File: src/rtl/mem_pkg.sv
// Shared encodings for the MEM-stage data-memory access unit.
//   - Access size encodings as carried by MemSize_MEM
//   - FSM state encodings (IDLE / BUSY / DONE)
//   - Byte-enable patterns and the registered bus request record
//   - misaligned(): decode of accesses the bus cannot perform in one beat
package mem_pkg;

  localparam logic [1:0] MEM_WORD = 2'b00;
  localparam logic [1:0] MEM_HALF = 2'b01;
  localparam logic [1:0] MEM_BYTE = 2'b10;

  localparam logic [1:0] IDLE = 2'd0;
  localparam logic [1:0] BUSY = 2'd1;
  localparam logic [1:0] DONE = 2'd2;

  localparam logic [3:0] BE_WORD    = 4'b1111;
  localparam logic [3:0] BE_HALF_LO = 4'b0011;
  localparam logic [3:0] BE_HALF_HI = 4'b1100;
  localparam logic [3:0] BE_BYTE0   = 4'b0001;

  // Bus-side write attributes captured when the access is launched.
  typedef struct packed {
    logic        we;
    logic [3:0]  be;
    logic [31:0] wdata;
  } memReq_t;

  // Size 11 is reserved and always rejected.
  function automatic logic misaligned(input logic [1:0] size, input logic [1:0] addrLo);
    return ((size == MEM_WORD) && (addrLo != 2'b00)) ||
           ((size == MEM_HALF) && addrLo[0]) ||
           (size == 2'b11);
  endfunction

endpackage

File: src/rtl/mem_access_unit_if.sv
// Multi-cycle data-memory bus: request/ready handshake.
//   DMemReq/DMemWe/DMemAddr/DMemBE/DMemWData : unit -> memory
//   DMemReady/DMemRData                      : memory -> unit (data valid with ready)
// master = access unit, slave = memory.
interface mem_access_unit_if #(parameter int ADDR_W = 32);
  logic              DMemReq;
  logic              DMemWe;
  logic [ADDR_W-1:0] DMemAddr;
  logic [3:0]        DMemBE;
  logic [31:0]       DMemWData;
  logic              DMemReady;
  logic [31:0]       DMemRData;

  modport master (
    output DMemReq, DMemWe, DMemAddr, DMemBE, DMemWData,
    input  DMemReady, DMemRData
  );

  modport slave (
    input  DMemReq, DMemWe, DMemAddr, DMemBE, DMemWData,
    output DMemReady, DMemRData
  );
endinterface

File: src/rtl/mem_load_align.sv
// Load formatter: picks the addressed byte/half lane out of a little-endian
// read word and sign- or zero-extends it. Word loads pass through.
//   rData    : raw bus word
//   addrLo   : byte offset within the word
//   size     : MEM_WORD / MEM_HALF / MEM_BYTE
//   isSigned : 1 = sign-extend
//   data     : formatted 32-bit result
module mem_load_align
  import mem_pkg::*;
(
  input  logic [31:0] rData,
  input  logic [1:0]  addrLo,
  input  logic [1:0]  size,
  input  logic        isSigned,
  output logic [31:0] data
);

  logic [3:0][7:0] lanes;
  logic [7:0]      byteSel;
  logic [15:0]     halfSel;

  assign lanes   = rData;
  assign byteSel = lanes[addrLo];
  assign halfSel = addrLo[1] ? rData[31:16] : rData[15:0];

  always_comb begin
    data = rData;
    case (size)
      MEM_BYTE: data = {{24{isSigned & byteSel[7]}}, byteSel};
      MEM_HALF: data = {{16{isSigned & halfSel[15]}}, halfSel};
      default:  data = rData;
    endcase
  end

endmodule

File: src/rtl/mem_access_unit.sv
// MEM-stage data-memory controller. Launches one bus access per load/store,
// stalls the pipeline until it completes, and registers formatted load data
// for MEM/WB.
//   Clk, Reset            : clock, async active-low reset
//   MemRead/MemWrite/MemSize/MemSigned/Address/WriteData (_MEM) : EX/MEM access
//   dmem                  : data-memory bus (master side)
//   ReadDataFromMem_MEM   : last completed load result (held between loads)
//   MemStall              : freeze upstream stages and MEM/WB
//   MisalignExc           : rejected access (no bus cycle issued)
//   BusErr                : one-cycle pulse when an access times out
// Sequence: IDLE (launch) -> BUSY (wait for ready) -> DONE (pipeline advances).
module mem_access_unit
  import mem_pkg::*;
#(
  parameter int TIMEOUT = 16,
  parameter int ADDR_W  = 32
) (
  input  logic              Clk,
  input  logic              Reset,
  input  logic              MemRead_MEM,
  input  logic              MemWrite_MEM,
  input  logic [1:0]        MemSize_MEM,
  input  logic              MemSigned_MEM,
  input  logic [ADDR_W-1:0] Address_MEM,
  input  logic [31:0]       WriteData_MEM,
  mem_access_unit_if.master dmem,
  output logic [31:0]       ReadDataFromMem_MEM,
  output logic              MemStall,
  output logic              MisalignExc,
  output logic              BusErr
);

  localparam int CNT_W = (TIMEOUT > 1) ? $clog2(TIMEOUT) : 1;

  logic [1:0]        state;
  logic [CNT_W-1:0]  cnt;
  logic              timedOut;
  logic [ADDR_W-1:0] reqAddr;
  memReq_t           req, reqNext;
  logic [1:0]        ldSize, ldLo;
  logic              ldSigned;
  logic [31:0]       ldData;

  logic valid, misal, busy, launch, timeoutHit;

  assign valid      = MemRead_MEM | MemWrite_MEM;
  assign misal      = misaligned(MemSize_MEM, Address_MEM[1:0]);
  assign busy       = (state == BUSY);
  assign launch     = (state == IDLE) & valid & ~misal;
  assign timeoutHit = (TIMEOUT != 0) && (cnt == CNT_W'(TIMEOUT - 1));

  // Store lane steering; a store wins when both read and write are set.
  always_comb begin
    reqNext.we    = MemWrite_MEM;
    reqNext.be    = BE_WORD;
    reqNext.wdata = WriteData_MEM;
    case (MemSize_MEM)
      MEM_HALF: begin
        reqNext.be    = Address_MEM[1] ? BE_HALF_HI : BE_HALF_LO;
        reqNext.wdata = {2{WriteData_MEM[15:0]}};
      end
      MEM_BYTE: begin
        reqNext.be    = BE_BYTE0 << Address_MEM[1:0];
        reqNext.wdata = {4{WriteData_MEM[7:0]}};
      end
      default: ;
    endcase
  end

  mem_load_align uAlign (
    .rData    (dmem.DMemRData),
    .addrLo   (ldLo),
    .size     (ldSize),
    .isSigned (ldSigned),
    .data     (ldData)
  );

  always_ff @(posedge Clk or negedge Reset) begin
    if (!Reset) begin
      state               <= IDLE;
      cnt                 <= '0;
      timedOut            <= 1'b0;
      reqAddr             <= '0;
      req                 <= '0;
      ldSize              <= MEM_WORD;
      ldLo                <= 2'b00;
      ldSigned            <= 1'b0;
      ReadDataFromMem_MEM <= '0;
    end else begin
      case (state)
        IDLE: if (launch) begin
          reqAddr  <= {Address_MEM[ADDR_W-1:2], 2'b00};
          req      <= reqNext;
          ldSize   <= MemSize_MEM;
          ldLo     <= Address_MEM[1:0];
          ldSigned <= MemSigned_MEM;
          cnt      <= '0;
          timedOut <= 1'b0;
          state    <= BUSY;
        end
        BUSY: begin
          if (dmem.DMemReady) begin
            if (!req.we) ReadDataFromMem_MEM <= ldData;
            state <= DONE;
          end else if (timeoutHit) begin
            timedOut <= 1'b1;
            state    <= DONE;
          end else begin
            cnt <= cnt + 1'b1;
          end
        end
        DONE: begin
          cnt      <= '0;
          timedOut <= 1'b0;
          state    <= IDLE;
        end
        default: state <= IDLE;
      endcase
    end
  end

  // Bus outputs are only non-zero while the request is on the bus.
  assign dmem.DMemReq   = busy;
  assign dmem.DMemWe    = busy & req.we;
  assign dmem.DMemAddr  = busy ? reqAddr : '0;
  assign dmem.DMemBE    = busy ? req.be : 4'b0000;
  assign dmem.DMemWData = busy ? req.wdata : 32'h0;

  // Combinational flags are gated by Reset so every output is 0 while held in reset.
  assign MemStall    = Reset & (busy | launch);
  assign MisalignExc = Reset & (state == IDLE) & valid & misal;
  assign BusErr      = (state == DONE) & timedOut;

endmodule

File: src/flat_wrapper.sv
// flat-port wrapper written by rule: the top's interface ports become plain ports
module mem_access_unit_flat import mem_pkg::*;
#(
  parameter int TIMEOUT = 16,
  parameter int ADDR_W  = 32
)
  (Clk, Reset, MemRead_MEM, MemWrite_MEM, MemSize_MEM, MemSigned_MEM, Address_MEM, WriteData_MEM, ReadDataFromMem_MEM, MemStall, MisalignExc, BusErr, dmem_DMemReq, dmem_DMemWe, dmem_DMemAddr, dmem_DMemBE, dmem_DMemWData, dmem_DMemReady, dmem_DMemRData);
  mem_access_unit_if #(.ADDR_W(ADDR_W)) dmem_i ();
  input  logic Clk;
  input  logic Reset;
  input  logic MemRead_MEM;
  input  logic MemWrite_MEM;
  input  logic [1:0] MemSize_MEM;
  input  logic MemSigned_MEM;
  input  logic [ADDR_W-1:0] Address_MEM;
  input  logic [31:0] WriteData_MEM;
  output logic [31:0] ReadDataFromMem_MEM;
  output logic MemStall;
  output logic MisalignExc;
  output logic BusErr;
  output wire logic [$bits(dmem_i.DMemReq)-1:0] dmem_DMemReq;
  output wire logic [$bits(dmem_i.DMemWe)-1:0] dmem_DMemWe;
  output wire logic [$bits(dmem_i.DMemAddr)-1:0] dmem_DMemAddr;
  output wire logic [$bits(dmem_i.DMemBE)-1:0] dmem_DMemBE;
  output wire logic [$bits(dmem_i.DMemWData)-1:0] dmem_DMemWData;
  input wire logic [$bits(dmem_i.DMemReady)-1:0] dmem_DMemReady;
  input wire logic [$bits(dmem_i.DMemRData)-1:0] dmem_DMemRData;
  assign dmem_DMemReq = dmem_i.DMemReq;
  assign dmem_DMemWe = dmem_i.DMemWe;
  assign dmem_DMemAddr = dmem_i.DMemAddr;
  assign dmem_DMemBE = dmem_i.DMemBE;
  assign dmem_DMemWData = dmem_i.DMemWData;
  assign dmem_i.DMemReady = dmem_DMemReady;
  assign dmem_i.DMemRData = dmem_DMemRData;
  mem_access_unit #(.TIMEOUT(TIMEOUT), .ADDR_W(ADDR_W)) u_core (.Clk(Clk), .Reset(Reset), .MemRead_MEM(MemRead_MEM), .MemWrite_MEM(MemWrite_MEM), .MemSize_MEM(MemSize_MEM), .MemSigned_MEM(MemSigned_MEM), .Address_MEM(Address_MEM), .WriteData_MEM(WriteData_MEM), .dmem(dmem_i), .ReadDataFromMem_MEM(ReadDataFromMem_MEM), .MemStall(MemStall), .MisalignExc(MisalignExc), .BusErr(BusErr));
endmodule
File: config.mk
export PLATFORM = sky130hd
export DESIGN_NAME = mem_access_unit_flat
export DESIGN_NICKNAME = d
export VERILOG_FILES = /design/src/rtl/mem_pkg.sv /design/src/rtl/mem_access_unit_if.sv /design/src/rtl/mem_load_align.sv /design/src/rtl/mem_access_unit.sv /design/src/flat_wrapper.sv
export SDC_FILE = /design/constraint.sdc
export NUM_CORES = 1
export LEC_CHECK = 0
export ABC_AREA = 1
export CORE_MARGIN = 10
export CORE_UTILIZATION = 49
export DETAILED_ROUTE_END_ITERATION = 8
export GPL_TIMING_DRIVEN = 0
export PLACE_DENSITY = 0.92
export REMOVE_ABC_BUFFERS = 1
export SLEW_MARGIN = 20
export SYNTH_ARGS = -nofsm -noshare
export SYNTH_HDL_FRONTEND = slang
export SYNTH_SLANG_ARGS = --single-unit
File: constraint.sdc
create_clock -name Clk -period 4.1 [get_ports Clk]
set_input_delay 0.82 -clock Clk [delete_from_list [all_inputs] [get_ports Clk]]
set_output_delay 0.82 -clock Clk [all_outputs]
set_load 0.005 [all_outputs]
### After elaboration in Yosys (flattened, before gate mapping)

Cells that the tools add are included.

| storage, ports and cells | value |
|---|---|
| bits in registers | 111 |
| latch bits | 0 |
| memory bits (writable) | 0 |
| bits in read-only memories | 0 |
| output and inout port bits | 105 |
| word-level logic and storage cells | 75 |
| memories kept | 0 |

| operators by class | value |
|---|---|
| add/subtract/negate cells | 1 |
| multipliers | 0 |
| div/mod/pow operators | 0 |
| order comparisons | 1 |
| equality and inequality tests | 13 |
| shifts and indexed selects | 1 |
| muxes and demuxes | 21 |
| bitwise logic cells | 14 |
| reductions and logical operators | 13 |

Operators by type and width:

| cell | number |
|---|---|
| $pmux 36 s2 | 1 |
| $mux 32 | 2 |
| $pmux 32 s2 | 1 |
| $mux 4 | 5 |
| $bmux 8 s2 | 1 |
| $mux 16 | 1 |
| $pmux 4 s3 | 1 |
| $and 1x1->1 | 10 |
| $eq 2x2->1 const B | 4 |
| $mux 8 | 1 |
| $reduce_and 4->1 | 2 |
| $eq 2x1->1 const B | 3 |
| $mux 2 | 3 |
| $ne 2x2->1 const B | 3 |
| $add 4x1->4 const B | 1 |
| $eq 4x4->1 const B | 1 |
| $logic_not 2->1 | 2 |
| $pmux 2 s2 | 1 |
| $reduce_and 2->1 | 2 |
| $shl 1x2->4 const A | 1 |
| $lt 2x3->1 const B | 1 |
| $mux 1 | 3 |
| $ne 3x3->1 const B | 1 |
| $pmux 1 s3 | 1 |
| 8 further kinds | 12 |

### Depth between registers and ports, before layout

| logic depth | value |
|---|---|
| word-level depth | 8 |
| gate-level depth with buffers | 11 |

### By module

From an unflattened synthesis, not the netlist that was laid out.

| second synthesis, totals | value |
|---|---|
| cells, all modules | 814 |
| area, all modules | 5916.9 um^2 |

By module, submodules not included:

| module | instances | cells an instance | area each (um^2) | seq. area each (um^2) |
|---|---|---|---|---|
| mem_access_unit | 1 | 657 | 5212.5 | 2777.7 |
| mem_load_align | 1 | 157 | 704.4 | 0.0 |

### Least setup slack after synthesis

Ideal clock, no wire load.

| path | value |
|---|---|
| path kind | input port to output port |
| from | input MemSize_MEM[1] |
| to | output MemStall |
| data arrival time | 1.866 ns |
| required time | 3.280 ns |
| setup slack | 1.414 ns |
| cell stages on the path | 8 |
| buffers on the path | 3 |
| cells stage by stage | inv_1 -> ha_1 -> buf_6 -> a21oi_2 -> nand3_2 -> buf_6 -> buf_2 -> a21oi_1 |

| between the ends | value |
|---|---|
| word-level cells in the longest chain between the ends | 8 |
| elaborated cells between the ends (all ways) | 11 |
| classes of those cells | 2 x eq/ne; 4 x bitwise; 5 x reduce/logical |

RTL lines:

| what | RTL line | text |
|---|---|---|
| from (decl) | flat_wrapper.sv:13 | `input logic [1:0] MemSize_MEM;` |
| $eq 2x1->1 or $logic_not 2->1 (tied branches) | mem_pkg.sv:31, mem_pkg.sv:30 |  |
| $logic_and 1x1->1 (on tied branches) | mem_pkg.sv:31, mem_pkg.sv:30 |  |
| $logic_or 1x1->1 | mem_pkg.sv:30 | `return ((size == MEM_WORD) && (addrLo != 2'b00)) \|\|` |
| $logic_or 1x1->1 * | mem_pkg.sv:31 | `((size == MEM_HALF) && addrLo[0]) \|\|` |
| $not 1->1 * | mem_access_unit.sv:49 | `assign launch = (state == IDLE) & valid & ~misal;` |
| $and 1x1->1 * | mem_access_unit.sv:49 |  |
| $or 1x1->1 * | mem_access_unit.sv:130 | `assign MemStall = Reset & (busy \| launch);` |
| $and 1x1->1 * | mem_access_unit.sv:130 |  |
| to (decl) | flat_wrapper.sv:18 | `output logic MemStall;` |

Mark *: on every way between the ends. The rest lies on a longest branch, timed or not.

### Final worst setup path

Ends and elaborated chain as after synthesis.

==> flow_summary.yaml <==
run_status:
  outcome: "complete, no violations"
routing:
  drc: 0
  drtIter0Drc: 568
  dr.pass1.iters: 5
  via_per_inst: 5.20
  routed_wl_um: 19200
  wl_per_cell_um: 16.7
  routed-via-count: 5991
  postRouteAntennaNets: 0
logic_synthesis:
  syn_area_per_cell_um2: 7.30
  synth_warnings: 0
  synth_ff_type: "dfrtp_1"
  synth-edff-count: 0
  ys_seq_elements: 111
  async_flop_share_pct: 100
  synth_area_um2: 6000
  syn-instance-count: 823
  ys_types: 31
  ys_seq_area_share_pct: 46.3
cts:
  ctsRootBufferMaster: "clkbuf_16"
  cts-htree-levels: 3
  clk_pin_slew_ns: 0.08
  clock_latency_ns: 0.36
  clock-sinks: 111
  hold_buffers: 0
  clockBufferDepth: 2
  cts_tree: "done"
  numCtsBuffers: 9
finish:
  layout_commonest_cell: "clkdlybuf4s50_1"
  diodes: 0
  fin_area_um2: 8460
  layout-drive-gt1-share_pct: 5.96
  final_core_utilization_pct: 70.4
  area_delta_synth_final_pct: 40.9
  layout_common_cells: "clkdlybuf4s50_1 (205), nand2_1 (198), nor2_1 (154)"
  nets: 1112
placed_design:
  dp_hpwl_um: 13600
  postPlaceCellArea_um2: 8070
  pre_cts_ws_ns: -0.328
  place.gp.congestion: 0.840
  io_buffers: 206
die:
  rows: 40
  die_w_um: 131
  die_h_um: 131
  coreArea_um2: 12000
  start_util_pct: 50.0
  pin_count: 209
  dieArea_um2: 17100
setup_path:
  start_kind: "input port"
  reg2reg_slack_ns: 1.61
  required_ns: 3.28
  worstPathArrival_ns: 3.15
  endpoint_kind: "output port"
  rr_worst_depth: 7
  cp_max_fo: 58
  path_class: "input port to output port"
grt:
  grt.total_usage_pct: 22.1
  antenna_found_initial: 0
  grt_pass1_vias: 5951
  grt_pass1_wl_um: 29800
  grt_max_degree: 73
  gr-total-overflow: 0
sta:
  clock.fmax_mhz: 252
  tightest_slew_ns: 0.815
  timing.final.ws_setup_ns: 0.132
  period_share_pct: 96.8
  rsz0062_at_grt: "no"
  fin_skew_ns: 0.0101
  hold_viol: 0
  relSlewSlack_pct: 45.7
  whs_ns: 0.400
  period_minus_slack_ns: 3.97
  final_max_slew_viol_count: 0
  setup_violations: 0
pwr:
  vdd_drop_max_uv: 377
  switching_share_pct: 39.6
  power.leakage_nw: 4.18
  seqPwrFrac_pct: 32.5
  p_int_w: 0.00345
  powerDensity_nw_per_um2: 676
  finalPower_w: 0.00572
  p_sw_w: 0.00226
  p_comb_share_pct: 51.0
  pwr-share-clk_pct: 16.6
job:
  max-cap-violations: 0
min_path:
  hold_class: "input port to async pin"
## state kept, by name, summed over array words and instances (netlist names)
name	cells
u_core.ReadDataFromMem_MEM	32
u_core.timedOut	1
u_core.reqAddr	30
u_core.req	37
u_core.cnt	4
u_core.ldLo	2
u_core.ldSigned	1
u_core.ldSize	2
u_core.state	2
## path summary, 6_finish.rpt
path                                                    start                        endpoint
worst max-delay path                           MemSize_MEM[1]                        MemStall
worst min-delay path                                    Reset   u_core.ReadDataFromMem_MEM[2]
worst max register to register                u_core.state[1]  u_core.ReadDataFromMem_MEM[13]
worst min register to register  u_core.ReadDataFromMem_MEM[0]   u_core.ReadDataFromMem_MEM[0]
max in group asynchronous                               Reset                  u_core.req[22]
min in group Clk                u_core.ReadDataFromMem_MEM[0]   u_core.ReadDataFromMem_MEM[0]
## layer usage
layer | GRT usage, % | vias to the layer above | routed length [um]
li1 | - | 2888 | -
met1 | 25.9 | 2817 | 7550
met2 | 36.6 | 266 | 9050
met3 | 8.86 | 20 | 2290
met4 | 6.74 | 0 | 312
met5 | 0 | - | 0
## power by group through the flow
stage / Combinational, W / Sequential (W) / Clock, W
2_1_floorplan: 0.00147 / 0.00182 / 0
4_1_cts: 0.00293 / 0.00185 / 0.000961
6_report: 0.00291 / 0.00186 / 0.000947
5_1_grt: 0.00324 / 0.00191 / 0.00100
3_3_place_gp: 0.00277 / 0.00185 / 0
3_5_place_dp: 0.00287 / 0.00187 / 0
## cell usage after synthesis, types with 4 or more instances
cell type | instances | share of area [%]
nand2_1 | 198 | 12
nor2_1 | 154 | 9.6
dfrtp_1 | 111 | 46
a21oi_1 | 105 | 8.8
inv_1 | 105 | 6.6
buf_2 | 23 | 1.9
o21ai_0 | 23 | 1.9
nand3_1 | 13 | 1.1
buf_6 | 9 | 1.7
o21ai_1 | 9 | 0.75
or2_2 | 9 | 0.94
clkbuf_1 | 8 | 0.50
o31ai_2 | 8 | 1.7
ha_1 | 7 | 1.5
a21oi_2 | 5 | 0.73
inv_2 | 5 | 0.31
nand2_2 | 4 | 0.42
nor3_1 | 4 | 0.33
## critical path, cell delays in order
cell,delay [ns]
clkdlybuf4s50_1,0.52
inv_1,0.12
ha_4,0.24
a21oi_4,0.21
nand3_4,0.12
buf_16,0.21
buf_12,0.20
a21oi_1,0.15
clkdlybuf4s50_1,0.53
## what timing repair did
action | 4_1_cts | 5_1_grt
gates cloned | 2 | 0
setup endpoints to repair | 1 | 1
buffers inserted | 1 | 0
pin swaps | 0 | 0
resized for setup | 2 | 1
## kinds of logic after synthesis
kind of cell	synth area share, %
AO/OA/AOI/OAI	14.2
adder cells (fa/ha/maj)	1.46
buffers and inverters	11.5
flip-flops	46.3
other	0.0625
AND/OR/NAND/NOR	26.5
## metrics by stage
| step | setup TNS (ns) | instances |
|---|---|---|
| global route | 0 | 1153 |
| global placement | -305.41 | 1131 |
| CTS | 0 | 1153 |
| detailed placement | -0.328 | 1134 |
| floorplan | -0.0781 | 778 |
| finish | 0 | 1153 |
## layout make-up
class,instances,area (um^2)
fillers,948,3550
flip-flops and latches,111,2780
multi-input cells,558,2580
repair buffers,211,2180
inverters,110,413
clock buffers,9,225
well taps,147,184
clock inverters,7,100
No activity file was read; power rests on OpenSTA's default activity.
==> RTL edit: new RTL, same flow settings <==
Make the reset (`Reset`) synchronous in one clocked block. Comments in the files are not updated.
--- a/src/rtl/mem_access_unit.sv
+++ b/src/rtl/mem_access_unit.sv
@@ -76,5 +76,5 @@
   );
 
-  always_ff @(posedge Clk or negedge Reset) begin
+  always_ff @(posedge Clk) begin
     if (!Reset) begin
       state               <= IDLE;
Formal check against the unedited RTL: differs if Reset is asserted again (counterexample within 4 cycles, from zero or initial values and one cycle with Reset low); with Reset held inactive, the same outputs for 4 cycles.
==> RTL edit against the unedited design <==
- clock skew shrank 0.0030 ns
- fmax is 0.33% lower
- final area fell by 7.5%
- via count decreased by 1.2%
- sequential cell count is the same
- first-iteration DRC count fell by 18%
- register-to-register slack improved by 0.05 ns
- worst setup slack got worse by 0.013 ns
- routed wire length shrank 6.9%
- synthesized cell count up 0.24%
- critical path type unchanged
- area after synthesis is 7.8% lower
- critical path depth decreased by 2
Power is not compared: it rests on default switching activity, and its combinational part moved more than twofold at a synthesized area within 25%.
==> RTL edit: results (changes against the unedited design) <==
- Post-synth ARST share: 0% (-100 points)
- Initial DRC Count: 466 (-18%)
- Total power: 2.82 mW
- Clk_skew: 0.00710 ns (-0.00299 ns)
- Worst hold path class: register to register
- GRT Total Usage: 21.3% (-0.85 points)
- Tmin final: 3.98 ns (+0.0131 ns)
- Pin count of the biggest net entering global routing: 81 (+11%)
- Crit path DAT: 3.16 ns (about the same)
- Dpl cell area: 0.00751 mm2 (-6.8%)
- Reg2reg setup slack: 1.66 ns (+0.05 ns)
- Post-CTS Setup Inserts: 0 (-1)
- Met3 WL post-DR: 1.50 mm (-34%)
- First-pass GRT wire length: 28.5 mm (-4.4%)
- Met1 wire length: 7.09 mm (-6.1%)
- Status: complete, no violations
- Fill count: 889 (-6.2%)
- Routed length per placed instance: 15.8 um (-5.3%)
- Layout cells sized above 1: 4.63% (-1.3 points)
- Multi-input gate area: 0.00260 mm2 (+0.82%)
- Average size of a mapped cell: 6.71 um2 (-8.0%)
- Place WS: 0.00283 ns (+0.331 ns)
- Area contributors post-synth: dfxtp_1 (40%), nand2_1 (11%), a21oi_1 (10%)
- Critical Path Fanout Max: 16 (-72%)
- FF-to-FF End: u_core.ReadDataFromMem_MEM[21]$_SDFFE_PN0P_
- Synth Flop Type: dfxtp_1
- Max_slew headroom: 36.8% (-8.9 points)
- R2R cell count: 6 (-1)
- PostCTS Resize Cnt: 0 (-2)
- Synth cell types: 32 (+3.2%)
- Drt pass-1 iters: 6 (+1)
RTL edit: cell families after synthesis:
| family | Yosys count | synth area share, % |
|---|---|---|
| fa+ha+maj | 7 | 1.58 |
| buf+inv | 169 | 13.4 |
| flops | 111 | 40.1 |
| simple gates | 280 | 20.6 |
| compound gates | 256 | 24.0 |
| other cells | 1 | 0.0677 |
| xor+xnor | 1 | 0.158 |
RTL edit: routing by layer:
layer,vias up,track usage (%)
met5,-,0
met4,0,8.04
li1,2966,-
met1,2696,24.6
met3,34,6.08
met2,223,36.5
RTL edit: layout make-up:
| cell class | instances | share of cell area (%) |
|---|---|---|
| Multi-Input combinational cell | 547 | 33.3 |
| Sequential cell | 111 | 28.4 |
| Timing Repair Buffer | 208 | 26.9 |
| Inverter | 112 | 5.39 |
| Clock buffer | 9 | 2.88 |
| Tap cell | 140 | 2.24 |
| Clock inverter | 7 | 0.895 |
